==> src/rtl/serial_add_pkg.sv <==
// Shared definitions for the bit-serial adder controller.
package serial_add_pkg;

    localparam int DEFAULT_WIDTH = 8;

    typedef enum logic [1:0] {
        ST_IDLE = 2'd0,
        ST_RUN  = 2'd1,
        ST_DONE = 2'd2
    } state_t;

endpackage

==> src/rtl/serial_add_ctrl_adder.sv <==
// One-bit full-adder cell; the only arithmetic element of the serial adder.
module Adder (
    input  logic A,
    input  logic B,
    input  logic Ci,
    output logic S,
    output logic Co
);

    assign S  = A ^ B ^ Ci;
    assign Co = (A & B) | (Ci & (A ^ B));

endmodule

==> src/rtl/serial_add_ctrl.sv <==
// Bit-serial adder: one full-adder cell, LSB first, one bit per clock,
// with valid/ready handshakes on operands and result.
module serial_add_ctrl
    import serial_add_pkg::*;
#(
    parameter int WIDTH = DEFAULT_WIDTH
) (
    input  logic             clk,
    input  logic             rst_n,
    input  logic             in_valid,
    output logic             in_ready,
    input  logic [WIDTH-1:0] a,
    input  logic [WIDTH-1:0] b,
    input  logic             ci,
    output logic             out_valid,
    input  logic             out_ready,
    output logic [WIDTH-1:0] sum,
    output logic             co,
    output logic             busy,
    input  logic             clear
);

    localparam int             CNT_W    = $clog2(WIDTH + 1);
    localparam logic [CNT_W-1:0] CNT_LAST = CNT_W'(WIDTH - 1);

    state_t           r_state;
    logic [CNT_W-1:0] r_cnt;
    logic [WIDTH-1:0] r_a_sh;
    logic [WIDTH-1:0] r_b_sh;
    logic [WIDTH-1:0] r_s_sh;
    logic             r_carry;
    logic [WIDTH-1:0] r_sum;
    logic             r_co;
    logic             r_out_valid;
    logic             r_busy;

    logic             w_s;
    logic             w_co;
    logic [WIDTH-1:0] w_s_next;

    Adder u_adder (
        .A  (r_a_sh[0]),
        .B  (r_b_sh[0]),
        .Ci (r_carry),
        .S  (w_s),
        .Co (w_co)
    );

    // NOTE: shift-then-overwrite-MSB keeps this legal for WIDTH=1, where a
    // part-select s_sh[WIDTH-1:1] would be reversed; default assigned first so no latch.
    always_comb begin
        w_s_next            = r_s_sh >> 1;
        w_s_next[WIDTH-1]   = w_s;
    end

    // NOTE: all state is updated with non-blocking assignments so every
    // register samples pre-edge values, exactly like the flops it models.
    always_ff @(posedge clk or negedge rst_n) begin
        if (!rst_n) begin
            r_state     <= ST_IDLE;
            r_cnt       <= '0;
            r_a_sh      <= '0;
            r_b_sh      <= '0;
            r_s_sh      <= '0;
            r_carry     <= 1'b0;
            r_sum       <= '0;
            r_co        <= 1'b0;
            r_out_valid <= 1'b0;
            r_busy      <= 1'b0;
        end else if (clear) begin
            // Abort wins over every handshake; the last result stays visible.
            r_state     <= ST_IDLE;
            r_cnt       <= '0;
            r_out_valid <= 1'b0;
            r_busy      <= 1'b0;
        end else begin
            case (r_state)
                ST_IDLE: begin
                    if (in_valid) begin
                        r_a_sh  <= a;
                        r_b_sh  <= b;
                        r_carry <= ci;
                        r_cnt   <= '0;
                        r_busy  <= 1'b1;
                        r_state <= ST_RUN;
                    end
                end
                ST_RUN: begin
                    r_a_sh  <= r_a_sh >> 1;
                    r_b_sh  <= r_b_sh >> 1;
                    r_s_sh  <= w_s_next;
                    r_carry <= w_co;
                    r_cnt   <= r_cnt + 1'b1;
                    if (r_cnt == CNT_LAST) begin
                        r_sum       <= w_s_next;
                        r_co        <= w_co;
                        r_out_valid <= 1'b1;
                        r_state     <= ST_DONE;
                    end
                end
                ST_DONE: begin
                    if (out_ready) begin
                        r_out_valid <= 1'b0;
                        r_busy      <= 1'b0;
                        r_state     <= ST_IDLE;
                    end
                end
                default: begin
                    r_out_valid <= 1'b0;
                    r_busy      <= 1'b0;
                    r_state     <= ST_IDLE;
                end
            endcase
        end
    end

    assign in_ready  = (r_state == ST_IDLE);
    assign out_valid = r_out_valid;
    assign busy      = r_busy;
    assign sum       = r_sum;
    assign co        = r_co;

endmodule

==> config.mk <==
export PLATFORM = sky130hd
export DESIGN_NAME = serial_add_ctrl
export DESIGN_NICKNAME = d
export VERILOG_FILES = /design/src/rtl/serial_add_pkg.sv /design/src/rtl/serial_add_ctrl_adder.sv /design/src/rtl/serial_add_ctrl.sv
export SDC_FILE = /design/constraint.sdc
export NUM_CORES = 1
export LEC_CHECK = 0
export CAP_MARGIN = 20
export CORE_ASPECT_RATIO = 1.4
export CORE_MARGIN = 3
export CORE_UTILIZATION = 40
export DETAILED_ROUTE_END_ITERATION = 10
export SYNTH_ARGS = -nofsm -noshare
export SYNTH_HDL_FRONTEND = slang
export SYNTH_SLANG_ARGS = --single-unit
==> constraint.sdc <==
create_clock -name clk -period 1.8 [get_ports clk]
set_input_delay 0.18 -clock clk [delete_from_list [all_inputs] [get_ports clk]]
set_output_delay 0.18 -clock clk [all_outputs]
set_load 0.01 [all_outputs]
; Word-level counts from Yosys, hierarchy flattened
; Index checks and enable logic that the tools add are counted.
[totals]
reg_bits = 42
output_inout_bits = 12
wordCells = 57
[classes]
add_sub_neg = 1
n_eq_ne = 9
muxes = 21
bitwise = 6
reduce_logical = 10
[ops]
columns = operator, n
row1 = 8-bit case mux with 2 select lines, 2
row2 = 8-bit 2-to-1 mux, 2
row3 = 3-bit AND reduction, 5
row4 = 2-bit 2-to-1 mux, 4
row5 = 4-bit 2-to-1 mux, 2
row6 = 4-bit case mux with 2 select lines, 1
row7 = 1-bit 2-to-1 mux, 6
row8 = 3-bit inequality test (second input constant), 2
row9 = 1-bit case mux with 3 select lines, 2
row10 = 2-bit case mux with 3 select lines, 1
row11 = 4-bit by 1-bit adder with 4-bit output (second input constant), 1
row12 = 4-bit by 3-bit == test with 1-bit output (second input constant), 1
row13 = 2-bit inequality test (second input constant), 2
row14 = 2-bit AND reduction, 2
row15 = 3-bit by 2-bit inequality test with 1-bit output (second input constant), 1
row16 = 3-bit nonzero test, 1
row17 = 1-bit bitwise AND, 2
row18 = 2-bit by 1-bit == test with 1-bit output (second input constant), 1
row19 = 2-bit == test (second input constant), 1
row20 = 2-bit logical NOT, 1
row21 = 2-bit by 1-bit inequality test with 1-bit output (second input constant), 1
row22 = 1-bit case mux with 2 select lines, 1
row23 = 2-bit nonzero test, 1
row24 = 1-bit XOR, 2
row25 = 2 further kinds, 2

; Depth between registers and ports, before layout
[logic_depth]
ltp_word = 4
depth_mapped = 6
depth_no_buf = 4

; Modules after synthesis
; From an unflattened synthesis, not the netlist that was laid out.
[hier_totals]
hier_cells = 154
hier_area_um2 = 1843.0
[modules_own_cells]
columns = module, instances, cells_per_inst, area_per_inst_um2
row1 = serial_add_ctrl, 1, 153, 1823.0
row2 = Adder, 1, 1, 20.0

; Worst setup path after synthesis
; No wires, ideal clock.
[synth_path]
kind = flip-flop to flip-flop
startpoint = register r_state[1]
endpoint = register r_co (netlist: co)
t_arrival_ns = 1.461
required_time_ns = 1.675
path_slack_ns = 0.214
stages_incl_launch_ff = 6
path_buffers = 2
cell_sequence = dfrtp_1 -> buf_2 -> nor3b_4 -> and2_1 -> buf_6 -> mux2_2
[synth_between]
elab_chain_len = 2
[synth_rtl]
columns = element, line
row1 = start: declaration, serial_add_ctrl.sv:26  ; state_t r_state;
row2 = start signal: assignment, serial_add_ctrl.sv:60  ; r_state <= ST_IDLE;
row3 = start signal: assignment, serial_add_ctrl.sv:72  ; r_state <= ST_IDLE;
row4 = start signal: assignment, serial_add_ctrl.sv:85  ; r_state <= ST_RUN;
row5 = 2-bit by 1-bit == test with 1-bit output, serial_add_ctrl.sv:77  ; case (r_state)
row6 = 3-bit AND reduction (no source line), --
row7 = end signal: assignment, serial_add_ctrl.sv:96  ; r_co <= w_co;
row8 = end: declaration, serial_add_ctrl.sv:33  ; logic r_co;
; No other way between the ends.
; A chain may end at the register's enable or synchronous reset.

; Worst setup path in the final report
[layout_path]
startpoint = register r_state[0]
endpoint = output in_ready
[layout_between]
elab_chain_len = 1
[layout_rtl]
columns = element, line
row1 = 2-bit logical NOT, serial_add_ctrl.sv:117  ; assign in_ready = (r_state == ST_IDLE);
row2 = end: declaration, serial_add_ctrl.sv:11  ; output logic in_ready,
; No other way between the ends.

==> impl_metrics.yaml <==
run_status:
  status: "finished, final reports clean"
floorplan:
  die_h_um: 86.5
  die_area_mm2: 0.00549
  io_pins: 34
  die_width_um: 63.5
  initial_utilization_pct: 42.6
  coreArea_mm2: 0.00434
  rows: 28
timing:
  fin_setup_tns_ns: 0
  slew_headroom_pct: 67.0
  fin_skew_ns: 0.00419
  hold_viol: 0
  tightest_slew_ns: 0.495
  setup-violations-final: 0
  slew_violations: 0
  fmax_ghz: 0.604
  rsz0062_at_grt: "no"
  post-route-min-period_ns: 1.66
  period_share_pct: 92.1
clocking:
  cts_tree: "built"
  clock_path_buffers: 2
  cts.htree.levels: 2
  cts_root_buffer: "clkbuf_8"
  clk_pin_slew_worst_paths_ns: 0.08
  post_cts_buffers: 0
  cts_buffers: 5
  worstSkewPairLatency_ns: 0.29
  cts.sink_count: 41
global_route:
  grt_start_max_net_pins: 26
  antenna_found_initial: 0
  grt_pass1_wl_um: 6150
  grt_pass1_vias: 1313
  grtUsageTotal_pct: 14.2
  grt.overflow.total: 0
route:
  drt_iter0_drc: 56
  drt_pass1_iterations: 4
  ant_nets: 0
  wl_um: 3480
  viasPerCell: 5.20
  vias: 1299
  drc_errors: 0
  wl_per_cell_um: 13.9
logic_synthesis:
  ys_ff_latch: 41
  yosysUniqueCellTypes: 29
  synth_compound_area_share_pct: 12.5
  ys.flop_type: "dfrtp_1"
  synth_nets: 178
  synth-adder-area-share_pct: 1.76
  synthMuxAreaShare_pct: 18.4
  syn_area_mm2: 0.00185
  synth-simple-area-share_pct: 7.91
  yosysTopAreaCellShare_pct: 55.4
  synth-edff-count: 0
  synthCells: 154
  syn_area_per_cell_um2: 12.0
  synth_common_cells: "dfrtp_1 (41), o21ai_0 (35), mux2_2 (16), mux2i_1 (16)"
  yosys.area.top_type: "dfrtp_1"
  yosysWarnings: 0
  synth_xor_xnor_area_share_pct: 0
  synth_top_family_by_area: "multiplexers"
  synth_most_common_cell: "dfrtp_1"
  async_flop_share_pct: 100
  synth_area_leaders: "dfrtp_1 (55%), mux2_2 (9.7%), o21ai_0 (9.5%)"
  ys_seq_area_share_pct: 55.4
final_layout:
  final_core_util_pct: 54.0
  antenna_cells: 0
  nets: 213
  stdcell_count: 250
  syn_to_final_growth_pct: 26.8
  final_layout_size_suffix_gt1_share_pct: 18.4
power_and_ir_drop:
  p_total_uw: 2070
  power_density_mw_per_mm2: 882
  ir_drop_uv: 528
  p_leak_uw: 0.00102
worst_setup_path:
  cpPeakStageDelay_ns: 0.54
  cpMaxStageDelayCell: "clkdlybuf4s50_1"
  arrival_ns: 1.48
  critPathBufInv: 2
  cp_cell_sequence: "buf_4 -> nor2_1 -> clkdlybuf4s50_1"
  critical_path_class: "register to primary output"
  worstPathRequired_ns: 1.62
  crit_path_start_kind: "register"
  cp_top_family: "buffers and inverters"
  cp-end-kind: "primary output"
  critPathMaxFanout: 10
  r2r_start: "r_cnt[0]"
  critPathLaunch: "r_state[0]"
placement:
  dp_cells: 241
  gp_congestion: 0.725
  portBuffers: 33
  dp_hpwl_um: 2510
job:
  cap_violations: 0
min_path:
  hold_path.class: "primary input to async pin"
==> per-stage QoR <==
stage | worst slack, ns | cell area (um^2) | hold slack, ns
floorplan | 0.214 | 1850 | -0.116
global placement | -0.0177 | 2250 | 0.150
detailed placement | -0.0153 | 2250 | 0.164
CTS | 0.000928 | 2350 | 0.391
global route | 0.0498 | 2350 | 0.408
finish | 0.143 | 2350 | 0.385
==> layout by cell type (no fill, tap or decap) <==
cell,n
dfrtp_1,41
o21ai_0,35
clkdlybuf4s50_1,32
mux2_2,16
mux2i_1,16
nor2_1,5
clkbuf_8,5
buf_4,4
nand2_1,3
nand2b_1,3
a22oi_1,2
a21oi_1,2
nand3_1,2
nor2b_1,2
clkinv_2,2
buf_12,2
nor3b_4,1
nor2b_2,1
o21bai_1,1
and3b_1,1
or2_1,1
and2_2,1
nor4b_1,1
or2_2,1
or2b_1,1
or3_1,1
a31oi_1,1
a21o_1,1
a222oi_1,1
fa_1,1
ha_1,1
clkinvlp_4,1
dlygate4sd3_1,1
buf_2,1
==> repair_timing <==
action / 4_1_cts / 5_1_grt
endpoints found under the setup margin: 0 / 9
gates resized for setup: 0 / 1
hold buffers: 1 / 0
endpoints found under the hold margin: 19 / 0
==> cell type report <==
| type | count | area [um^2] |
|---|---|---|
| Fill cell | 416 | 2000 |
| Clock buffer | 5 | 68.8 |
| Sequential cell | 41 | 1030 |
| Tap cell | 60 | 75.1 |
| Multi-Input combinational cell | 101 | 754 |
| Timing Repair Buffer | 40 | 405 |
| Clock inverter | 3 | 17.5 |
==> worst paths after layout <==
kind	end	slack [ns]	depth (start not counted)
worst max-delay path	in_ready	0.14	3
worst min-delay path	r_s_sh[7]	0.38	2
worst max register to register	sum[3]	0.20	4
worst min register to register	sum[0]	0.51	1
max in group asynchronous	r_state[1]	0.94	3
min in group clk	r_a_sh[7]	0.44	3
==> power by group <==
| group | leakage, uW | switching [uW] | internal [uW] |
|---|---|---|---|
| registers | 0.000532 | 88.3 | 1070 |
| clock network | 0.0000439 | 314 | 267 |
| logic | 0.000448 | 141 | 192 |
==> logic make-up after synthesis <==
| group | Yosys count |
|---|---|
| buffers and inverters | 12 |
| DFF | 41 |
| adders and majority gates | 2 |
| and+or+nand+nor | 24 |
| muxes | 32 |
| AOI/OAI and AO/OA | 43 |
==> state kept, by name, summed over array words and instances, names as in the netlist, 2 cells and up <==
register,count
r_state,2
r_cnt,4
r_b_sh,8
r_a_sh,8
sum,8
r_s_sh,7
==> routing by layer <==
| layer | global-route usage [%] | vias to the layer above | wire [um] |
|---|---|---|---|
| met5 | 0 | - | 0 |
| met4 | 5.30 | 0 | 51 |
| met3 | 3.50 | 5 | 193 |
| met2 | 25.2 | 39 | 1810 |
| met1 | 16.6 | 645 | 1420 |
| li1 | - | 610 | - |
==> worst register-to-register path: stages, from the launching register on <==
cell and delay, ns:
dfrtp_1 0.39, ha_1 0.20, and3b_1 0.22, and2_2 0.31
mux2_2 0.37
Note: power is estimated with default switching activity, not from simulation.
